### src/rtl/keccak_squeeze_packer_if.sv
// Source-word and output-beat signal bundle between the Keccak squeeze core, the packer and the sink.
// master = packer side, slave = environment (core + sink) side.
interface keccak_squeeze_packer_if #(
    parameter int IN_DWIDTH  = 256,
    parameter int OUT_DWIDTH = 64,
    parameter int LEN_WIDTH  = 16
);
    localparam int IN_BYTES  = IN_DWIDTH / 8;
    localparam int OUT_BYTES = OUT_DWIDTH / 8;

    logic                  start_i;
    logic [LEN_WIDTH-1:0]  out_len_i;
    logic [IN_DWIDTH-1:0]  s_data_i;
    logic                  s_valid_i;
    logic                  s_last_i;
    logic [IN_BYTES-1:0]   s_keep_i;
    logic                  s_ready_o;
    logic                  stop_o;
    logic [OUT_DWIDTH-1:0] m_data_o;
    logic                  m_valid_o;
    logic                  m_last_o;
    logic [OUT_BYTES-1:0]  m_keep_o;
    logic                  m_ready_i;
    logic                  busy_o;
    logic                  done_o;

    modport master (
        input  start_i, out_len_i, s_data_i, s_valid_i, s_last_i, s_keep_i, m_ready_i,
        output s_ready_o, stop_o, m_data_o, m_valid_o, m_last_o, m_keep_o, busy_o, done_o
    );

    modport slave (
        output start_i, out_len_i, s_data_i, s_valid_i, s_last_i, s_keep_i, m_ready_i,
        input  s_ready_o, stop_o, m_data_o, m_valid_o, m_last_o, m_keep_o, busy_o, done_o
    );
endinterface

### src/rtl/keccak_squeeze_packer.sv
// Splits wide squeeze words into OUT_DWIDTH beats, truncating to a byte length; first beat 1 cycle after
// word accept, one idle LOAD cycle per word; beats hold stable under m_ready_i low, s_ready_o only in LOAD.
module keccak_squeeze_packer #(
    parameter int IN_DWIDTH  = 256,
    parameter int OUT_DWIDTH = 64,
    parameter int LEN_WIDTH  = 16
) (
    input logic clk,
    input logic rst,
    keccak_squeeze_packer_if.master bus
);
    localparam int IN_BYTES  = IN_DWIDTH / 8;
    localparam int OUT_BYTES = OUT_DWIDTH / 8;
    localparam int CNT_W     = $clog2(IN_BYTES + 1);
    localparam logic [CNT_W-1:0] OUT_BYTES_C = CNT_W'(OUT_BYTES);

    typedef enum logic [1:0] {IDLE, LOAD, DRAIN} state_t;

    state_t               state, state_n;
    logic [IN_DWIDTH-1:0] word_buf;
    logic [CNT_W-1:0]     byte_cnt;
    logic [LEN_WIDTH-1:0] len_rem;
    logic                 unlimited;
    logic                 word_last;
    logic                 s_ready_q;
    logic                 stop_q;
    logic                 done_q;

    logic [CNT_W-1:0]      n_word;
    logic [CNT_W-1:0]      n;
    logic [LEN_WIDTH-1:0]  n_ext;
    logic [CNT_W-1:0]      keep_cnt;
    logic                  len_hit;
    logic                  beat_last;
    logic [OUT_BYTES-1:0]  beat_keep;
    logic [OUT_DWIDTH-1:0] beat_data;
    logic                  accept;
    logic                  beat_fire;

    // Bytes in the current beat: limited by beat width, bytes left in the word and bytes left in the job.
    always_comb begin
        n_word = (byte_cnt < OUT_BYTES_C) ? byte_cnt : OUT_BYTES_C;
        n      = (!unlimited && (len_rem < LEN_WIDTH'(n_word))) ? len_rem[CNT_W-1:0] : n_word;
        n_ext  = LEN_WIDTH'(n);
        len_hit   = !unlimited && (len_rem == n_ext);
        beat_last = len_hit || (word_last && (byte_cnt == n));
        beat_keep = '0;
        beat_data = '0;
        for (int b = 0; b < OUT_BYTES; b++) begin
            beat_keep[b]       = (CNT_W'(b) < n);
            beat_data[8*b +: 8] = beat_keep[b] ? word_buf[8*b +: 8] : 8'h00;
        end
        keep_cnt = '0;
        for (int b = 0; b < IN_BYTES; b++) begin
            keep_cnt = keep_cnt + CNT_W'(bus.s_keep_i[b]);
        end
    end

    always_comb begin
        state_n   = state;
        accept    = 1'b0;
        beat_fire = 1'b0;
        unique case (state)
            IDLE: begin
                if (bus.start_i) state_n = LOAD;
            end
            LOAD: begin
                if (bus.s_valid_i && s_ready_q) begin
                    accept = 1'b1;
                    // An empty word that does not close the stream carries nothing to emit.
                    if ((keep_cnt != '0) || bus.s_last_i) state_n = DRAIN;
                end
            end
            DRAIN: begin
                if (bus.m_ready_i) begin
                    beat_fire = 1'b1;
                    if (beat_last)             state_n = IDLE;
                    else if (byte_cnt == n)    state_n = LOAD;
                end
            end
            default: state_n = IDLE;
        endcase
    end

    always_ff @(posedge clk or posedge rst) begin
        if (rst) begin
            state     <= IDLE;
            word_buf  <= '0;
            byte_cnt  <= '0;
            len_rem   <= '0;
            unlimited <= 1'b0;
            word_last <= 1'b0;
            s_ready_q <= 1'b0;
            stop_q    <= 1'b0;
            done_q    <= 1'b0;
        end else begin
            state     <= state_n;
            s_ready_q <= (state_n == LOAD);
            done_q    <= beat_fire && beat_last;
            if ((state == IDLE) && bus.start_i) begin
                len_rem   <= bus.out_len_i;
                unlimited <= (bus.out_len_i == '0);
                stop_q    <= 1'b0;
            end
            if (accept) begin
                word_buf  <= bus.s_data_i;
                byte_cnt  <= keep_cnt;
                word_last <= bus.s_last_i;
            end
            if (beat_fire) begin
                word_buf <= word_buf >> OUT_DWIDTH;
                byte_cnt <= byte_cnt - n;
                len_rem  <= (len_rem > n_ext) ? (len_rem - n_ext) : '0;
                // Length ran out before the core signalled its final word: make the core stop squeezing.
                if (beat_last && len_hit && !word_last) stop_q <= 1'b1;
            end
        end
    end

    assign bus.s_ready_o = s_ready_q;
    assign bus.stop_o    = stop_q;
    assign bus.done_o    = done_q;
    assign bus.busy_o    = (state != IDLE);
    assign bus.m_valid_o = (state == DRAIN);
    assign bus.m_data_o  = (state == DRAIN) ? beat_data : '0;
    assign bus.m_keep_o  = (state == DRAIN) ? beat_keep : '0;
    assign bus.m_last_o  = (state == DRAIN) && beat_last;
endmodule
### src/flat_wrapper.sv
// flat-port wrapper written by rule: the top's interface ports become plain ports
module keccak_squeeze_packer_flat 
#(
    parameter int IN_DWIDTH  = 256,
    parameter int OUT_DWIDTH = 64,
    parameter int LEN_WIDTH  = 16
)
  (clk, rst, bus_start_i, bus_out_len_i, bus_s_data_i, bus_s_valid_i, bus_s_last_i, bus_s_keep_i, bus_m_ready_i, bus_s_ready_o, bus_stop_o, bus_m_data_o, bus_m_valid_o, bus_m_last_o, bus_m_keep_o, bus_busy_o, bus_done_o);
  keccak_squeeze_packer_if #(.IN_DWIDTH(IN_DWIDTH), .OUT_DWIDTH(OUT_DWIDTH), .LEN_WIDTH(LEN_WIDTH)) bus_i ();
  input logic clk;
  input logic rst;
  input wire logic [$bits(bus_i.start_i)-1:0] bus_start_i;
  input wire logic [$bits(bus_i.out_len_i)-1:0] bus_out_len_i;
  input wire logic [$bits(bus_i.s_data_i)-1:0] bus_s_data_i;
  input wire logic [$bits(bus_i.s_valid_i)-1:0] bus_s_valid_i;
  input wire logic [$bits(bus_i.s_last_i)-1:0] bus_s_last_i;
  input wire logic [$bits(bus_i.s_keep_i)-1:0] bus_s_keep_i;
  input wire logic [$bits(bus_i.m_ready_i)-1:0] bus_m_ready_i;
  output wire logic [$bits(bus_i.s_ready_o)-1:0] bus_s_ready_o;
  output wire logic [$bits(bus_i.stop_o)-1:0] bus_stop_o;
  output wire logic [$bits(bus_i.m_data_o)-1:0] bus_m_data_o;
  output wire logic [$bits(bus_i.m_valid_o)-1:0] bus_m_valid_o;
  output wire logic [$bits(bus_i.m_last_o)-1:0] bus_m_last_o;
  output wire logic [$bits(bus_i.m_keep_o)-1:0] bus_m_keep_o;
  output wire logic [$bits(bus_i.busy_o)-1:0] bus_busy_o;
  output wire logic [$bits(bus_i.done_o)-1:0] bus_done_o;
  assign bus_i.start_i = bus_start_i;
  assign bus_i.out_len_i = bus_out_len_i;
  assign bus_i.s_data_i = bus_s_data_i;
  assign bus_i.s_valid_i = bus_s_valid_i;
  assign bus_i.s_last_i = bus_s_last_i;
  assign bus_i.s_keep_i = bus_s_keep_i;
  assign bus_i.m_ready_i = bus_m_ready_i;
  assign bus_s_ready_o = bus_i.s_ready_o;
  assign bus_stop_o = bus_i.stop_o;
  assign bus_m_data_o = bus_i.m_data_o;
  assign bus_m_valid_o = bus_i.m_valid_o;
  assign bus_m_last_o = bus_i.m_last_o;
  assign bus_m_keep_o = bus_i.m_keep_o;
  assign bus_busy_o = bus_i.busy_o;
  assign bus_done_o = bus_i.done_o;
  keccak_squeeze_packer #(.IN_DWIDTH(IN_DWIDTH), .OUT_DWIDTH(OUT_DWIDTH), .LEN_WIDTH(LEN_WIDTH)) u_core (.clk(clk), .rst(rst), .bus(bus_i));
endmodule
### config.mk
export PLATFORM = sky130hd
export DESIGN_NAME = keccak_squeeze_packer_flat
export DESIGN_NICKNAME = d
export VERILOG_FILES = /design/src/rtl/keccak_squeeze_packer_if.sv /design/src/rtl/keccak_squeeze_packer.sv /design/src/flat_wrapper.sv
export SDC_FILE = /design/constraint.sdc
export NUM_CORES = 1
export LEC_CHECK = 0
export ABC_AREA = 0
export CORE_ASPECT_RATIO = 1.4
export CORE_MARGIN = 4
export CORE_UTILIZATION = 52
export CTS_BUF_LIST = sky130_fd_sc_hd__clkbuf_16
export DETAILED_ROUTE_END_ITERATION = 7
export GPL_ROUTABILITY_DRIVEN = 0
export MAX_ROUTING_LAYER = met4
export PLACE_DENSITY = 0.9
export SYNTH_ARGS = -nofsm -noshare
export SYNTH_HDL_FRONTEND = slang
export SYNTH_SLANG_ARGS = --single-unit
### constraint.sdc
create_clock -name clk -period 27.9 [get_ports clk]
set_input_delay 5.58 -clock clk [delete_from_list [all_inputs] [get_ports clk]]
set_output_delay 5.58 -clock clk [all_outputs]
set_load 0.005 [all_outputs]
# ---- After elaboration in Yosys (flattened, before gate mapping)
# Index checks and enable logic that the tools add are counted.
dict set report totals {
  register_bits 285
  input_bits 310
  output_inout_bits 78
  elab_cells 110
}
dict set report op_classes {
  add_sub_neg 33
  order_cmp 11
  eq_ne 5
  n_mux 33
  n_reduce_logical 19
}
# cell n
set ops {}
lappend ops {{$mux W256} 2}
lappend ops {{$add A6 B1 Y6} 30}
lappend ops {{$mux W8} 9}
lappend ops {{$mux W64} 1}
lappend ops {{$mux W16} 3}
lappend ops {{$lt A3 B6 Y1 const A} 4}
lappend ops {{$mux W6} 4}
lappend ops {{$eq A16 B6 Y1} 1}
lappend ops {{$gt A16 B6 Y1} 1}
lappend ops {{$logic_not A16 Y1} 1}
lappend ops {{$lt A16 B6 Y1} 1}
lappend ops {{$sub A16 B6 Y16} 1}
lappend ops {{$lt A1 B6 Y1 const A} 2}
lappend ops {{$lt A2 B6 Y1 const A} 2}
lappend ops {{$mux W2} 6}
lappend ops {{$logic_and A1 B1 Y1} 9}
lappend ops {{$mux W1} 7}
lappend ops {{$eq A6 B6 Y1} 1}
lappend ops {{$lt A6 B4 Y1 const B} 1}
lappend ops {{$pmux W2 S3} 1}
lappend ops {{$reduce_bool A2 Y1} 3}
lappend ops {{$reduce_bool A6 Y1} 1}
lappend ops {{$sub A6 B6 Y6} 1}
lappend ops {{$eq A2 B1 Y1 const B} 2}
lappend ops {{other kinds (5)} 7}

# ---- Longest topological paths before layout
# Gate-level depths: netlist of run 1.
dict set report logic_depth {
  depth_word 37
  mapped_depth 19
  depth_no_buf 18
}

# ---- Least setup slack after synthesis of run 1
# Ideal clock, no wire load.
dict set report synth_timing {
  path_type {input to register}
  from {input bus_s_keep_i[0]}
  to {register u_core.byte_cnt[5]}
  setup_ps 137
  arrival_time_ps 10101
  t_required_ps 27763
  path_slack_ps 17662
  stages 18
  path_buffers 0
  path_cell_list {ha_1 -> inv_1 -> fa_1 -> inv_1 -> fa_1 -> fa_1 -> fa_1 -> fa_1 -> inv_1 -> fa_1 -> inv_1 -> fa_1 -> a21oi_1 -> o21bai_1 -> a21oi_1 -> nor2_1 -> a211oi_1 -> a21oi_1}
}
dict set report synth_between {
  elab_chain_cells 33
}
# element line_no
set synth_rtl {}
lappend synth_rtl {{start, declared} flat_wrapper.sv:17} ;# input wire logic [$bits(bus_i.s_keep_i)-1:0] bus_s_keep_i;
lappend synth_rtl {{$add A1 B1 Y2} keccak_squeeze_packer.sv:55} ;# keep_cnt = keep_cnt + CNT_W'(bus.s_keep_i[b]);
lappend synth_rtl {{$add A6 B1 Y6 (30 in a row)} keccak_squeeze_packer.sv:55}
lappend synth_rtl {{$mux W6} keccak_squeeze_packer.sv:105} ;# if (accept) begin
lappend synth_rtl {{$mux W6} keccak_squeeze_packer.sv:110} ;# if (beat_fire) begin
lappend synth_rtl {{end signal, assigned} keccak_squeeze_packer.sv:107} ;# byte_cnt <= keep_cnt;
lappend synth_rtl {{end signal, assigned} keccak_squeeze_packer.sv:112} ;# byte_cnt <= byte_cnt - n;
lappend synth_rtl {{end, declared} keccak_squeeze_packer.sv:21} ;# logic [CNT_W-1:0] byte_cnt;
# Every way passes these cells. The select of a mux whose other input is x is not followed.
# A chain may end at the register's enable or synchronous reset.

# ---- Worst setup path in the final report of run 1
dict set report layout_timing {
  from {register u_core.byte_cnt[3]}
  to {output bus_m_last_o}
}
dict set report layout_between {
  elab_chain_cells 9
}
# element line_no
set layout_rtl {}
lappend layout_rtl {{$lt A6 B4 Y1} keccak_squeeze_packer.sv:42} ;# n_word = (byte_cnt < OUT_BYTES_C) ? byte_cnt : OUT_BYTES_C;
lappend layout_rtl {{$mux W6} keccak_squeeze_packer.sv:42}
lappend layout_rtl {{$lt A16 B6 Y1} keccak_squeeze_packer.sv:43} ;# n = (!unlimited && (len_rem < LEN_WIDTH'(n_word))) ? len_rem[CNT_W-1:0] : n_word;
lappend layout_rtl {{$logic_and A1 B1 Y1} keccak_squeeze_packer.sv:43}
lappend layout_rtl {{$mux W6} keccak_squeeze_packer.sv:43}
lappend layout_rtl {{$eq A16 B6 Y1 or $eq A6 B6 Y1 (tied branches)} {keccak_squeeze_packer.sv:45, keccak_squeeze_packer.sv:46}}
lappend layout_rtl {{$logic_and A1 B1 Y1, on equally long branches} {keccak_squeeze_packer.sv:45, keccak_squeeze_packer.sv:46}}
lappend layout_rtl {{$logic_or A1 B1 Y1 *} keccak_squeeze_packer.sv:46} ;# beat_last = len_hit || (word_last && (byte_cnt == n));
lappend layout_rtl {{$logic_and A1 B1 Y1 *} keccak_squeeze_packer.sv:127} ;# assign bus.m_last_o = (state == DRAIN) && beat_last;
lappend layout_rtl {{end, declared} flat_wrapper.sv:23} ;# output wire logic [$bits(bus_i.m_last_o)-1:0] bus_m_last_o;
# Mark *: on every way between the ends. The rest lies on a longest branch, timed or not.

==> impl_results.md, run 1 <==
* CTS Sinks at 285
* Comb pwr share at 0.409
* Worst EP arrival at 5.68 ns
* Routed vias/inst at 5.86
* Min-Delay Path Depth at 2
* Cts bufs inserted at 29
* Pint at 1.18 mW
* Die Y at ~200 microns
* R2R Path End: u_core.len_rem[7]
* Die ar. at 0.0296 sq mm
* Critical Path RT at approximately 22 ns
* Clock power share at 0.218
* Slew HR at 0.249
* Avg Synthesized Cell Area at 9.77 sq um
* Sw Share at 0.382
* Most common cell in the netlist: nand2_1
* Layout cells sized above 1 at 0.0525
* Reg-to-reg setup timing slack at 22.32 ns
* Slew Limit Fails at 0
* Power per standard cell area at 100 mW/mm^2
* Min-delay worst type: flip-flop to flip-flop
* CTS max path bufs at 3
* Count of final hold-check violations at 0
* Critical path type: flip-flop to output port
* DRC violations left at 0
* GRT overflow at 0
* Vias post-DR at 12.4k
* Avg WL per Cell at ~20 microns
* Synth area leaders: dfrtp_1 (51%), nand2_1 (11%), a22oi_1 (11%), a22o_1 (4.1%), fa_1 (3.6%)
* Post-synthesis sequential area ratio at 0.511
* Peak Freq at 88.8 MHz
* VDD IR-drop max at 87.9 uV
* Crit end category: output port
* Initial DRT Pass Iterations at 7
* Area growth syn-to-layout at 36.3%
* Post-CTS sizing at 0
* Global-route wire length before repair at 66.9 mm
* Worst R2R Path Depth at 17
* Mapped cell area at 0.0140 sq mm
* Final WL at ~43 mm
* Seq pwr share at 0.373
* Commonest cells in the netlist: nand2_1 (425), dfrtp_1 (285), a22oi_1 (196)
* CTS tree: yes
* Max cap viols at 0
* RSZ-0062 raised after global routing: false
* Setup Fix Bufs, Post-CTS at 0
* Nets@finish at 2127
* CP Max Fanout at 11
* DR iter-0 viols at a little under 900
* Core Rows at 70
* Die Width at between 100 and 150 microns
* Reg clk slew, reported paths at roughly 0.060 ns
* GR Util All Layers at 0.290
* Setup TNS at 0 ns
* Post-CTS Hold Buffers at 0
* Vias in the first global route at around 13k
* Net switching power at about 0.73 mW
* Port Buffers at a little under 400
* EDFF count, synth at 0
* Ys flop type: dfrtp_1
* Crit Reg-Reg Startpoint: u_core.byte_cnt[3]
* Status: finished clean
* WHS Endpoint: u_core.word_buf[55]
* Yosys top cell by area: dfrtp_1
* Distinct cells, synth at 69
* Hold_sp: u_core.word_buf[55]
* CTS root buf: clkbuf_16
* Initial antenna violation count at 9
* Post-synth ARST share at 1.00
* Placeable Area at 0.0263 sq mm
* Worst Clk Skew at 0.0148 ns
* H-tree depth at 1
* Leakage power at ~9 nW
* Worst setup SP type: flip-flop
* Final cycle utilization of the critical path at 0.404
* Worst-Margin Slew at 1.12 ns
* Tot Pwr at 1.91 mW
* Initial Util at 0.532
* Clk Latency, worst-skew pair at about 0.55 ns
* Setup-failing EPs final at 0
* ANT nets after route at 0
* Min Tclk post-route at 11.26 ns
* Share of the synthesized area in the top cell type at 0.511
* Pin count of the biggest net entering global routing at 260
* Post-Synthesis Cells at 1429
* DP Wirelength at 30.4 mm
* Ports at roughly 390
* Synth warn at 0
* #FFs+latches synth at 285
## cell families (layout without fill, tap and decap cells)
family          after synthesis  count (layout)  share of synthesized area
fa+ha+maj                    49              49                     0.0573
simple gates                575             575                      0.184
other cells                   1              11                   0.000268
xor+xnor                     11              11                    0.00788
buf+inv                     142             501                     0.0408
mux                           3               3                    0.00394
flops                       285             285                      0.511
compound gates              363             363                      0.195
## layout make-up
cell class,count,area [sq um]
Antenna cell,9,22.5
Clock buffer,29,726
Clock inverter,23,302
Fill cell,1800,7230
Inverter,53,206
Multi-Input combinational cell,1003,6280
Sequential cell,285,7130
Tap cell,324,405
Timing Repair Buffer,396,3970
## metrics by stage
step	hold WS [ns]	std cells	utilization	instance area, sq um	worst slack [ns]
2_1_floorplan	0.438	1430	-	14000	14.46
3_3_place_gp	0.449	2061	0.685	18000	17.04
3_5_place_dp	0.454	2061	0.685	18000	16.89
4_1_cts	0.470	2113	0.724	19000	16.74
5_1_grt	0.485	2122	0.725	19000	16.10
6_report	0.467	2122	0.725	19000	16.64
## worst max-delay path by stage
stage	startpoint	endpoint	slack (ns)	cells after the start
floorplan	rst	u_core.bus.done_o	14.46	1
global placement	bus_s_keep_i[0]	u_core.byte_cnt[5]	17.04	19
detailed placement	bus_s_keep_i[0]	u_core.state[1]	16.89	19
CTS	u_core.byte_cnt[3]	bus_m_last_o	16.74	14
global route	u_core.byte_cnt[3]	bus_m_last_o	16.10	14
finish	u_core.byte_cnt[3]	bus_m_last_o	16.64	14
## flip-flops by register name, indices dropped and copies added, names as in the netlist
signal and count:
u_core.word_buf 256, u_core.len_rem 16, u_core.byte_cnt 6, u_core.state 2
u_core.bus.done_o 1, u_core.bus.s_ready_o 1, u_core.bus.stop_o 1, u_core.unlimited 1
u_core.word_last 1
## cell usage in the layout (no fill, tap or decap), types with 3 or more instances in the layout
cell,n
clkbuf_16,29
nor2_1,25
a211oi_1,3
a22oi_1,196
clkinv_2,3
o21ai_0,29
bufinv_16,6
nand2b_1,10
nor3_1,7
diode_2,9
fa_1,25
inv_1,52
and2b_1,3
and2_1,33
nand2_1,425
nand4_1,5
nor2b_2,16
o31ai_1,3
o221ai_1,3
nand3_1,10
a221o_1,3
xnor2_1,7
nor4_1,6
clkdlybuf4s50_1,387
dfrtp_1,285
o21a_1,7
a22o_1,66
ha_1,24
a21oi_1,25
nor2b_1,16
clkinvlp_4,7
buf_4,7
clkinv_4,4
xor2_1,3
o22ai_1,5
## critical path, stage by stage (launching register included)
cell and delay [ns]:
dfrtp_1 0.40, nor3_1 0.91, nand2_1 0.20, ha_1 0.35
nand3_1 0.08, a2111oi_0 0.53, a31oi_1 0.21, nand2_1 0.27
o21ai_0 0.20, ha_1 0.40, nand4_1 0.13, nor4_1 0.71
nand2_1 0.16, nand2_1 0.10, clkdlybuf4s50_1 0.50
## power groups by stage
| stage | logic (mW) | registers, mW | clock network, mW |
|---|---|---|---|
| final | 0.782 | 0.714 | 0.416 |
| after global routing | 0.873 | 0.731 | 0.438 |
| after CTS | 0.778 | 0.709 | 0.422 |
| after detailed placement | 0.769 | 0.713 | 0 |
| after global placement | 0.727 | 0.704 | 0 |
| after floorplan | 0.559 | 0.673 | 0 |
## per-layer routing
layer,up-vias,GRT usage,wire length [microns]
met5,-,-,0
met4,0,0.131,2090
met3,132,0.0558,3430
met2,642,0.490,21900
met1,5988,0.336,15900
li1,5671,-,-
No activity file was read; power rests on OpenSTA's default activity.
==> run 2: changes to the inputs <==
CORE_UTILIZATION = 49   (was 52)
PLACE_DENSITY = 0.85   (was 0.9)
clock period = 11.1 ns   (was 27.9 ns; I/O delays follow)
==> run 2 against run 1 <==
Effect of this change: non-clock buffer count grew 2; critical path depth is the same; via count shrank 0.73%; utilization is 4.2 points lower; flip-flop and latch count unchanged; largest power group unchanged; combinational power increased by 150%; highest routed layer unchanged; routed wire length is 1.2% lower; sequential share of layout area is 0.064 points higher; largest cell class unchanged.
==> impl_results.md, run 2 (same netlist as run 1, synthesis figures left out) <==
* Post-CTS Hold Buffers at 0
* Placeable Area at between 0.02 and 0.03 sq mm
* Port Buffers at 387
* Worst setup SP type: flip-flop
* Slew HR at 0.220
* Hold_sp: u_core.word_buf[36]
* DP Wirelength at around 30 mm
* Top reg by flops: u_core.word_buf
* Nets@finish at 2128
* Setup-failing EPs final at 0
* Crit end category: output port
* CTS root buf: clkbuf_16
* Die Y at 208 microns
* DRC violations left at 0
* WHS at between 0.4 and 0.5 ns
* Die Width at ~150 microns
* Worst Clk Skew at approximately 0.013 ns
* Core Rows at 72
* Final WL at 42.7 mm
* Setup TNS at 0 ns
* Register area at 0.00713 sq mm
* Initial Util at 0.502
* CTS tree: yes
* Min Tclk post-route at 7.91 ns
* Initial antenna violation count at 14
* Worst EP arrival at 5.69 ns
* Buffers & Inverters on Critical Path at 1
* Avg WL per Cell at about 20 microns
* Pre-CTS setup slack at 3.51 ns
* Critical Path RT at ~9 ns
* Commonest non-fill, non-tap cell in the layout: nand2_1
* CP delay by family, top: simple AND/OR/NAND/NOR gates
* Min-Delay Path Depth at 2
* Layout cells sized above 1 at 0.0508
* Registers with the most flip-flops: u_core.word_buf x256, u_core.len_rem x16, u_core.byte_cnt x6
* Reg clk slew, reported paths at around 0.06 ns
* R2R Path End: u_core.len_rem[7]
* Ports at between 300 and 400
* Slowest stage delay, CP at 0.95 ns
* Clk Latency, worst-skew pair at 0.55 ns
* Count of final hold-check violations at 0
* Max reg flops at around 260
* Global-route wire length before repair at 65.8 mm
* Worst R2R Path Depth at 17
* Leakage power at 8.82 nW
* # fillers at 2098
* Reg-to-reg setup timing slack at 5.51 ns
* Worst-Margin Slew at 1.16 ns
* Max cap viols at 0
* Die ar. at 0.0313 sq mm
* Cell repeated most along the worst path: nand2_1
* Status: finished clean
* DR iter-0 viols at 797
* Finished Cell Area at between 0.015 and 0.02 sq mm
* GR Util All Layers at 0.273
* Critical path type: flip-flop to output port
* VDD IR-drop max at 143 uV
* Post-CTS sizing at 0
* Setup Fix Bufs, Post-CTS at 0
* Multi-input logic area at 0.00628 sq mm
* Worst path cell trace: nor3_1 -> nand2_1 -> ha_1 -> nand3_1 -> a2111oi_0 -> a31oi_1 -> nand2_1 -> o21ai_0 -> ha_1 -> nand4_1 -> nor4_1 -> nand2_1 -> nand2_1 -> clkdlybuf4s50_1
* Worst path slowest cell: nor3_1
* ANT nets after route at 0
* Vias in the first global route at 12.5k
* RSZ-0062 raised after global routing: false
* Final cycle utilization of the critical path at 0.712
* H-tree depth at 1
* Initial DRT Pass Iterations at 7
* CP Max Fanout at 11
* Crit path depth at 14
* Slew Limit Fails at 0
* Min-delay worst type: flip-flop to flip-flop
* Vias post-DR at 12.3k
* Routed vias/inst at around 5.7
* CTS max path bufs at 3
* Power per standard cell area at 247 mW/mm^2
* Area growth syn-to-layout at 36.1%
* Peak Freq at 126 MHz
* Pin count of the biggest net entering global routing at approximately 150
* PnR worst setup slack at 3.19 ns
* Tot Pwr at around 4.7 mW
* CTS Sinks at 285
* GRT overflow at 0
* Area after DPL at 0.0181 sq mm
* Most frequent cells in the layout: nand2_1 (425), clkdlybuf4s50_1 (387), dfrtp_1 (285)
* Crit Reg-Reg Startpoint: u_core.byte_cnt[3]
* Cts bufs inserted at 28
* WHS Endpoint: u_core.word_buf[36]
run 2: cell types whose count changed in the layout (fill, tap and decap cells not counted), sizes merged:
cell,delta
diode,+5
buf,+2
bufinv,-3
clkinvlp,-4
clkinv,+7
run 2: layout make-up:
class                           count  area share
Sequential cell                   285       0.375
Tap cell                          370      0.0244
Clock buffer                       29      0.0382
Timing Repair Buffer              398       0.209
Clock inverter                     23      0.0103
Antenna cell                       14     0.00184
Inverter                           53      0.0109
Multi-Input combinational cell   1003       0.331
run 2: tightest hold or removal path, delay by kind of cell (launching register included):
kind	cells	cell delay, ns
DFF	1	0.34
and+or+nand+nor	2	0.10
run 2: where the power goes:
part	total (mW)	leakage [nW]	internal (mW)	switching (mW)
combinational	1.93	4.74	0.857	1.08
clock	0.968	0.455	0.545	0.423
sequential	1.79	3.62	1.49	0.303
total	4.69	8.82	2.89	1.80
run 2: routing by layer:
layer  global-route usage  vias to the layer above  routed length [microns]
met2                0.447                      577                    21400
met5                    -                        -                        0
met1                0.326                     5955                    15800
met4                0.131                        0                     2270
met3               0.0496                      140                     3230
li1                     -                     5670                        -
run 2: worst max path at each step:
| stage | to | slack [ns] | start |
|---|---|---|---|
| floorplan | u_core.bus.done_o | 1.02 | rst |
| global placement | u_core.byte_cnt[5] | 3.63 | bus_s_keep_i[0] |
| detailed placement | u_core.byte_cnt[5] | 3.51 | bus_s_keep_i[1] |
| CTS | bus_m_last_o | 3.35 | u_core.byte_cnt[3] |
| global route | bus_m_last_o | 2.87 | u_core.byte_cnt[3] |
| finish | bus_m_last_o | 3.19 | u_core.byte_cnt[3] |
run 2: stage by stage:
| stage | util | std cells |
|---|---|---|
| 2_1_floorplan | - | 1430 |
| 3_3_place_gp | 0.649 | 2109 |
| 3_5_place_dp | 0.649 | 2109 |
| 4_1_cts | 0.682 | 2161 |
| 5_1_grt | 0.683 | 2175 |
| 6_report | 0.683 | 2175 |
==> run 3: changes to the inputs <==
clock period = 7.9 ns   (was 11.1 ns; I/O delays follow)
==> run 3 against run 2 <==
Effect of this change: sequential power rose by 40%; first-iteration DRC count rose by 20%; non-clock buffer count increased by 3; power rose by 41%; worst hold slack improved by 0.00076 ns; setup slack worse by 2.1 ns; clock skew fell by 0.0022 ns; utilization down 0.059 points; register-to-register slack worse by 2.7 ns; cell area about the same; critical path type unchanged; critical endpoint unchanged.
==> impl_results.md, run 3 (same netlist as run 1, synthesis figures left out) <==
* Registers with the most flip-flops: u_core.word_buf x256, u_core.len_rem x16, u_core.byte_cnt x6
* Critical Path RT at 6.32 ns
* RSZ-0062 raised after global routing: false
* Initial Util at 0.502
* Slew Limit Fails at 0
* Worst-Margin Slew at roughly 1.1 ns
* Ports at 388
* Setup-failing EPs final at 0
* GR Util All Layers at 0.278
* Min-delay worst type: flip-flop to flip-flop
* # fillers at 2049
* Post-CTS Hold Buffers at 0
* Core Rows at 72
* CTS root buf: clkbuf_16
* Die ar. at around 0.031 sq mm
* DR iter-0 viols at 954
* Finished Cell Area at 0.0190 sq mm
* Max cap viols at 0
* DP Wirelength at approximately 31 mm
* Peak Freq at 146 MHz
* Initial antenna violation count at 13
* Area after DPL at roughly 0.018 sq mm
* Sw Share at 0.388
* Comb pwr share at 0.421
* PnR worst setup slack at 1.07 ns
* Worst EP arrival at 5.25 ns
* Pint at 4.04 mW
* Die Width at 151 microns
* Leakage power at 8.82 nW
* Count of final hold-check violations at 0
* Status: finished clean
* Pin count of the biggest net entering global routing at approximately 140
* Cts bufs inserted at 29
* Worst Clk Skew at 0.0108 ns
* VDD IR-drop max at 219 uV
* Die Y at 208 microns
* Post-CTS sizing at 0
* Area growth syn-to-layout at 36.0%
* GRT overflow at 0
* Clk Latency, worst-skew pair at around 0.55 ns
* Crit end category: output port
* CTS tree: yes
* Slowest stage delay, CP at 0.74 ns
* Worst path slowest cell: nor4_1
* Vias in the first global route at 12.7k
* Critical path type: flip-flop to output port
* H-tree depth at 1
* Final WL at 43.4 mm
* Setup TNS at 0 ns
* ANT nets after route at 0
* Final cycle utilization of the critical path at 0.864
* CTS Sinks at 285
* CTS max path bufs at 3
* Top reg by flops: u_core.word_buf
* Reg clk slew, reported paths at 0.07 ns
* Net switching power at 2.56 mW
* Port Buffers at 387
* Routed vias/inst at 5.68
* Pre-CTS setup slack at 0.839 ns
* CP Max Fanout at 11
* Seq pwr share at 0.381
* Slew HR at 0.242
* Worst path cell trace: nor3_1 -> buf_4 -> nand2_1 -> ha_1 -> nand3_1 -> a2111oi_0 -> a31oi_1 -> nand2_1 -> o21ai_0 -> ha_1 -> nand4_1 -> nor4_1 -> nand2_1 -> nand2_1 -> clkdlybuf4s50_1
* Clock power share at 0.198
* Placeable Area at 0.0278 sq mm
* Cell repeated most along the worst path: nand2_1
* Layout cells sized above 1 at 0.0513
* Max reg flops at about 260
* Initial DRT Pass Iterations at 8
* Setup Fix Bufs, Post-CTS at 0
* Commonest non-fill, non-tap cell in the layout: nand2_1
* DRC violations left at 0
* WHS at roughly 0.47 ns
* Nets@finish at 2132
* Power per standard cell area at 347 mW/mm^2
* Min Tclk post-route at between 6 and 7 ns
* Worst setup SP type: flip-flop
* Avg WL per Cell at 19.9 microns
* Global-route wire length before repair at 67.0 mm
* Vias post-DR at 12.4k
* Most frequent cells in the layout: nand2_1 (425), clkdlybuf4s50_1 (387), dfrtp_1 (285)
## run 3: changes by cell type in the layout (fill, tap and decap cells not counted), moves of 2 or more
| cell | previous run | this run |
|---|---|---|
| clkinv_1 | 6 | 3 |
| clkinvlp_4 | 3 | 5 |
| buf_4 | 10 | 13 |
| inv_1 | 52 | 56 |
## run 3: final cells by class
cell class	instances	area, sq um	share of cell area
diodes	13	32.5	0.00171
inverters	53	203	0.0107
well taps	370	463	0.0244
multi-input cells	1003	6280	0.331
flip-flops and latches	285	7130	0.375
repair buffers	401	3990	0.210
clock inverters	22	164	0.00863
clock buffers	29	726	0.0382
## run 3: routing by layer
metal  global-route usage  part of all wire  vias to the layer above
met5                    -                 0                        -
met3               0.0535             0.081                      136
met2                0.455              0.51                      577
met4                0.141             0.053                        0
met1                0.326              0.36                     5975
li1                     -                 -                     5675
## run 3: worst max-delay path: cells and delay by family (launching register included)
family	cells	cell delay, ns
AND/OR/NAND/NOR	8	1.73
AO/OA/AOI/OAI	3	1.12
adder cells (fa/ha/maj)	2	0.74
buffers and inverters	2	0.71
flip-flops	1	0.41
## run 3: path summary, 6_finish.rpt
path	start	end	slack (ns)	cells after the start
max in group asynchronous	rst	u_core.word_buf[170]	5.35	3
worst max-delay path	u_core.byte_cnt[3]	bus_m_last_o	1.07	15
min in group asynchronous	rst	u_core.word_buf[204]	1.36	2
worst max register to register	u_core.byte_cnt[3]	u_core.len_rem[7]	2.85	18
worst min register to register	u_core.word_buf[21]	u_core.word_buf[21]	0.47	2
worst min-delay path	u_core.word_buf[21]	u_core.word_buf[21]	0.47	2
## run 3: power groups by stage
stage	logic, mW	registers (mW)	clock network, mW
3_5_place_dp	2.74	2.52	0
5_1_grt	3.12	2.58	1.39
3_3_place_gp	2.58	2.49	0
4_1_cts	2.76	2.50	1.33
2_1_floorplan	1.98	2.38	0
6_report	2.78	2.51	1.30
## run 3: through the flow
stage / utilization / std cells / power, mW
after floorplan: - / 1430 / 4.35
after global placement: 0.649 / 2112 / 5.07
after detailed placement: 0.649 / 2112 / 5.25
after CTS: 0.681 / 2163 / 6.60
after global routing: 0.682 / 2176 / 7.09
final: 0.682 / 2176 / 6.60
